$ cat config.mk
export PLATFORM = sky130hd
export DESIGN_NAME = vga_sync_gen
export DESIGN_NICKNAME = d
export VERILOG_FILES = /design/src/rtl/vga_sync_gen.sv
export SDC_FILE = /design/constraint.sdc
export NUM_CORES = 1
export LEC_CHECK = 0
export ABC_AREA = 1
export CORE_MARGIN = 2
export CORE_UTILIZATION = 38
export CTS_CLUSTER_DIAMETER = 120
export CTS_CLUSTER_SIZE = 20
export DETAILED_ROUTE_END_ITERATION = 8
export MAX_ROUTING_LAYER = met4
export PLACE_DENSITY = 0.67
export RECOVER_POWER = 100
export SLEW_MARGIN = 10
export SYNTH_ARGS = -nofsm -noshare
export SYNTH_HDL_FRONTEND = slang
export SYNTH_SLANG_ARGS = --single-unit
$ cat constraint.sdc
create_clock -name i_Clk -period 5.4 [get_ports i_Clk]
set_clock_uncertainty 0.05 [all_clocks]
set_input_delay 1.35 -clock i_Clk [delete_from_list [all_inputs] [get_ports i_Clk]]
set_output_delay 1.35 -clock i_Clk [all_outputs]
set_load 0.005 [all_outputs]
$ cat src/rtl/vga_sync_gen.sv
// rtl/vga_sync_gen.sv - VGA timing generator: counters, registered syncs, active flag, start strobes.
// Optional colour-bar outputs are built when VGA_SYNC_GEN_TEST_PATTERN_EN is defined.
module vga_sync_gen #(
  parameter int TOTAL_COLS       = 800,
  parameter int TOTAL_ROWS       = 525,
  parameter int ACTIVE_COLS      = 640,
  parameter int ACTIVE_ROWS      = 480,
  parameter int FRONT_PORCH_HORZ = 16,
  parameter int SYNC_WIDTH_HORZ  = 96,
  parameter int FRONT_PORCH_VERT = 10,
  parameter int SYNC_WIDTH_VERT  = 2,
  parameter int VIDEO_WIDTH      = 3
) (
  input  logic       i_Clk,
  input  logic       i_Rst_L,
  input  logic       i_Enable,
  output logic       o_HSync,
  output logic       o_VSync,
  output logic [9:0] o_Col_Count,
  output logic [9:0] o_Row_Count,
  output logic       o_Active,
  output logic       o_Line_Start,
  output logic       o_Frame_Start
`ifdef VGA_SYNC_GEN_TEST_PATTERN_EN
  ,
  output logic [VIDEO_WIDTH-1:0] o_Red_Video,
  output logic [VIDEO_WIDTH-1:0] o_Grn_Video,
  output logic [VIDEO_WIDTH-1:0] o_Blu_Video
`endif
);

  if (TOTAL_COLS > 1024 || TOTAL_ROWS > 1024) begin : g_bad_total
    $error("vga_sync_gen: TOTAL_COLS/TOTAL_ROWS must not exceed 1024");
  end
  if (ACTIVE_COLS + FRONT_PORCH_HORZ + SYNC_WIDTH_HORZ >= TOTAL_COLS ||
      ACTIVE_ROWS + FRONT_PORCH_VERT + SYNC_WIDTH_VERT >= TOTAL_ROWS) begin : g_bad_porch
    $error("vga_sync_gen: back porch must be at least one on each axis");
  end
  if (VIDEO_WIDTH < 1) begin : g_bad_video
    $error("vga_sync_gen: VIDEO_WIDTH must be at least 1");
  end

  typedef enum logic [1:0] {H_ACTIVE, H_FRONT, H_SYNC, H_BACK} h_state_t;
  typedef enum logic [1:0] {V_ACTIVE, V_FRONT, V_SYNC, V_BACK} v_state_t;

  localparam logic [9:0] LP_COL_LAST = 10'(TOTAL_COLS - 1);
  localparam logic [9:0] LP_ROW_LAST = 10'(TOTAL_ROWS - 1);
  localparam logic [9:0] LP_H_FRONT  = 10'(ACTIVE_COLS);
  localparam logic [9:0] LP_H_SYNC   = 10'(ACTIVE_COLS + FRONT_PORCH_HORZ);
  localparam logic [9:0] LP_H_BACK   = 10'(ACTIVE_COLS + FRONT_PORCH_HORZ + SYNC_WIDTH_HORZ);
  localparam logic [9:0] LP_V_FRONT  = 10'(ACTIVE_ROWS);
  localparam logic [9:0] LP_V_SYNC   = 10'(ACTIVE_ROWS + FRONT_PORCH_VERT);
  localparam logic [9:0] LP_V_BACK   = 10'(ACTIVE_ROWS + FRONT_PORCH_VERT + SYNC_WIDTH_VERT);

  logic [9:0] r_col, r_row;
  logic       r_hsync, r_vsync, r_active, r_line_start, r_frame_start;
  h_state_t   r_h_state, w_h_state;
  v_state_t   r_v_state, w_v_state;
  logic       w_col_wrap;
  logic [9:0] w_next_col, w_next_row;
  logic       w_next_active;

  assign w_col_wrap    = (r_col == LP_COL_LAST);
  assign w_next_col    = w_col_wrap ? 10'd0 : r_col + 10'd1;
  assign w_next_row    = !w_col_wrap ? r_row :
                         (r_row == LP_ROW_LAST) ? 10'd0 : r_row + 10'd1;
  assign w_next_active = (w_h_state == H_ACTIVE) && (w_v_state == V_ACTIVE);

  // State is decoded from the position the counters move to, so the
  // registered flags line up with the registered counts.
  always_comb begin
    w_h_state = r_h_state;
    w_v_state = r_v_state;
    if (i_Enable) begin
      if (w_next_col < LP_H_FRONT)     w_h_state = H_ACTIVE;
      else if (w_next_col < LP_H_SYNC) w_h_state = H_FRONT;
      else if (w_next_col < LP_H_BACK) w_h_state = H_SYNC;
      else                             w_h_state = H_BACK;
      if (w_col_wrap) begin
        if (w_next_row < LP_V_FRONT)     w_v_state = V_ACTIVE;
        else if (w_next_row < LP_V_SYNC) w_v_state = V_FRONT;
        else if (w_next_row < LP_V_BACK) w_v_state = V_SYNC;
        else                             w_v_state = V_BACK;
      end
    end
  end

  always_ff @(posedge i_Clk or negedge i_Rst_L) begin
    if (!i_Rst_L) begin
      r_col         <= LP_COL_LAST;
      r_row         <= LP_ROW_LAST;
      r_h_state     <= H_BACK;
      r_v_state     <= V_BACK;
      r_hsync       <= 1'b1;
      r_vsync       <= 1'b1;
      r_active      <= 1'b0;
      r_line_start  <= 1'b0;
      r_frame_start <= 1'b0;
    end else if (i_Enable) begin
      r_col         <= w_next_col;
      r_row         <= w_next_row;
      r_h_state     <= w_h_state;
      r_v_state     <= w_v_state;
      r_hsync       <= (w_h_state != H_SYNC);
      r_vsync       <= (w_v_state != V_SYNC);
      r_active      <= w_next_active;
      r_line_start  <= (w_next_col == 10'd0);
      r_frame_start <= (w_next_col == 10'd0) && (w_next_row == 10'd0);
    end else begin
      r_line_start  <= 1'b0;
      r_frame_start <= 1'b0;
    end
  end

  assign o_Col_Count   = r_col;
  assign o_Row_Count   = r_row;
  assign o_HSync       = r_hsync;
  assign o_VSync       = r_vsync;
  assign o_Active      = r_active;
  assign o_Line_Start  = r_line_start;
  assign o_Frame_Start = r_frame_start;

`ifdef VGA_SYNC_GEN_TEST_PATTERN_EN
  logic [VIDEO_WIDTH-1:0] r_red, r_grn, r_blu;
  logic [2:0]             w_bar;

  // Eight equal bars across the visible width.
  assign w_bar = 3'(({4'd0, w_next_col} * 14'd8) / 14'(ACTIVE_COLS));

  always_ff @(posedge i_Clk or negedge i_Rst_L) begin
    if (!i_Rst_L) begin
      r_red <= '0;
      r_grn <= '0;
      r_blu <= '0;
    end else if (i_Enable) begin
      r_red <= (w_next_active && w_bar[0]) ? '1 : '0;
      r_grn <= (w_next_active && w_bar[1]) ? '1 : '0;
      r_blu <= (w_next_active && w_bar[2]) ? '1 : '0;
    end
  end

  assign o_Red_Video = r_red;
  assign o_Grn_Video = r_grn;
  assign o_Blu_Video = r_blu;
`endif

endmodule
==> results.md <==
* Most frequent cells in the layout: nand2_1 (118), nor2_1 (41), inv_1 (39)
* Post-synth EDFFs at 0
* Mean Syn Cell Area at roughly 6.4 sq um
* CP max FO at 26
* # diodes at 0
* Main area contributors after synthesis: nand2_1 (22%), dfstp_2 (19%), dfrtp_1 (16%), nor2_1 (7.3%), inv_1 (7.1%)
* Peak Freq at 260 MHz
* Post-CTS Resized at 0
* Library cells used by synthesis at 33
* Final hold viol count at 0
* Synth warn at 0
* Final slew viol count at 28
* Mapped Nets at 327
* Reg2Reg Setup Slack at 2520 ps
* Drt initial violations at 137
* Die span in y at 77.5 microns
* Kind of critical path: in2reg
* CTS tree: done
* Relative slew slack at -0.349%
* Detailed Route WL at 5040 microns
* Hold Path Stages at 2
* Crit-path cells: dlygate4sd3_1, clkinv_1, nor2_1, inv_1, a21oi_1, nand2_1, nand3_1, inv_1, a21oi_1
* Max Cap Viol at 1
* Share of the synthesized area in the top cell type at 21.6%
* Setup crit end kind: flop
* Gr ovfl total at 0
* Width of the die at 77.5 microns
* Mapped Cells at 320
* Core ar. at 5170 sq um
* Wire per inst at 12.1 microns
* DP Wirelength at roughly 3800 microns
* Top FF cell, synth: dfstp_2
* Crit start category: input port
* First-pass DRT Iterations at 4
* Final setup TNS at 0 ps
* Slew @ Worst Pin at 1510 ps
* Row count at 26
* Vias at 2,014
* Initial antenna violation count at 0
* HP Start: o_HSync
* FF-to-FF End: o_Active
* Worst path bufs/invs at 4
* Htree depth at 1
* Pleak at 1.15 nW
* Maximum vdd ir drop at 0.165 mV
* Post-synthesis sequential area ratio at 35.1%
* # DRC at 0
* Top delay family on crit path: buffers and inverters
* Total CTS buffers at 3
* Period minus WS final at about 3800 ps
* ANT nets after route at 0
* Final core utilization at between 40 and 50%
* Unrepaired setup endpoints after global routing: false
* Netlist Area Pre-Place at just over 2000 sq um
* Fraction of registers with async set/reset at 100%
* Worst Path Required at 5560 ps
* Post-CTS Hold Buffers at 0
* Sink Count at 28
* Worst Hold Class: reg2reg
* Hold worst-path end: o_HSync
* Global-route wire length before repair at between 8000 and 9000 microns
* IO buf count at 27
* Fraction of the cycle the final worst path needs at 71.2%
* Share of cells above drive strength 1 at roughly 6.1%
* Placer Congestion at 0.892
* Nets@finish at 353
* WP data arrival at 4000 ps
* # Post-CTS Setup Buffers at 0
* Setup violations, final at 0
* Root Buffer: clkbuf_8
* Status: complete, but fails checks
* Most common cell after layout, fill and taps aside: nand2_1
* Worst-path clk slew at around 90 ps
* Yosys top cell by area: nand2_1
* Initial Utilization at 39.7%
* Clock Latency Late Sink at ~280 ps
* Number of vias per cell at ~4.9
* Reg2Reg Depth at 10
* Cell Pwr Density at slightly above 300 nW/um^2
* Clock tree buffer depth at 2
* Layout Area Growth over Synthesis at 17.3%
* Number of I/O pins at 28
* Hold WS at around 450 ps
* Max incr delay on CP at around 890 ps
* Failing checks: max-capacitance violations, max-slew violations
* Pin count of the biggest net entering global routing at 29
* Slowest CP cell: dlygate4sd3_1
* Vias in the first global route at 1,825
* Reg-to-reg critical path startpoint: o_Col_Count[0]
* DIE AREA at 6000 sq um
* Synthesized flop and latch total at 28
* Total GRT Usage at 17.9%
==> kinds of logic after synthesis <==
family / after synthesis / share of synthesized area, %
AOI/OAI and AO/OA: 32 / 9.21
xor gates and xnor gates: 2 / 0.854
adders and majority gates: 4 / 2.44
buffers and inverters: 50 / 9.82
DFF: 28 / 35.1
and+or+nand+nor: 204 / 42.6
==> cell usage after synthesis (2+ instances only) <==
master / n
nor2_1: 40
inv_2: 3
nor2_2: 4
nand2_1: 118
ha_1: 4
clkbuf_1: 3
nand3_1: 21
buf_2: 2
dfrtp_1: 13
o21ai_1: 2
nand4_1: 9
nor2_4: 2
nand3_2: 3
xor2_1: 2
inv_1: 39
nor3_1: 2
o21ai_0: 23
dfstp_2: 15
==> area by class of cell <==
cell class | instances | area, sq um
Sequential cell | 28 | 719
Inverter | 43 | 161
Fill cell | 548 | 2770
Timing Repair Buffer | 28 | 274
Tap cell | 70 | 87.6
Clock buffer | 4 | 45.0
Multi-Input combinational cell | 242 | 1120
==> sequential cells by signal (all words and copies together), names as in the netlist <==
register,flops
o_VSync,1
o_HSync,1
r_v_state,2
o_Row_Count,10
o_Active,1
o_Frame_Start,1
o_Line_Start,1
r_h_state,1
o_Col_Count,10
==> through the flow <==
stage | instances | worst slack, ps | area (sq um) | total power [mW]
final | 415 | 1550 | 2410 | 0.733
after global placement | 411 | 1420 | 2380 | 0.632
after global routing | 415 | 1200 | 2410 | 0.799
after detailed placement | 411 | 1310 | 2380 | 0.636
after floorplan | 320 | 2930 | 2050 | 0.502
after CTS | 415 | 1600 | 2420 | 0.756
==> worst register-to-register path: cells and delay by family, from the launching register on <==
kind	cells	cell delay [ps]
AND/OR/NAND/NOR	7	1260
adder cells (fa/ha/maj)	1	290
AO/OA/AOI/OAI	2	550
flip-flops	1	680
==> routing by layer <==
metal | GRT usage (%) | vias to the layer above | wire length, microns
met5 | - | - | 0
met2 | 27.4 | 42 | 2280
li1 | - | 1052 | -
met4 | 3.39 | 0 | 28
met1 | 25.5 | 918 | 2480
met3 | 2.67 | 2 | 245
==> power breakdown <==
group	total, mW	switching [mW]	internal (mW)
Combinational	0.285	0.158	0.127
Clock	0.118	0.0650	0.0529
Sequential	0.330	0.0708	0.260
==> how the worst max path moves through the flow <==
stage,start,endpoint,slack [ps],cells after the start
2_1_floorplan,i_Enable,o_VSync,2930,9
3_3_place_gp,i_Enable,o_VSync,1420,9
3_5_place_dp,i_Enable,o_VSync,1310,9
4_1_cts,i_Enable,o_VSync,1600,9
5_1_grt,i_Enable,o_VSync,1200,9
6_report,i_Enable,o_VSync,1550,9
Note: power is estimated with default switching activity, not from simulation.
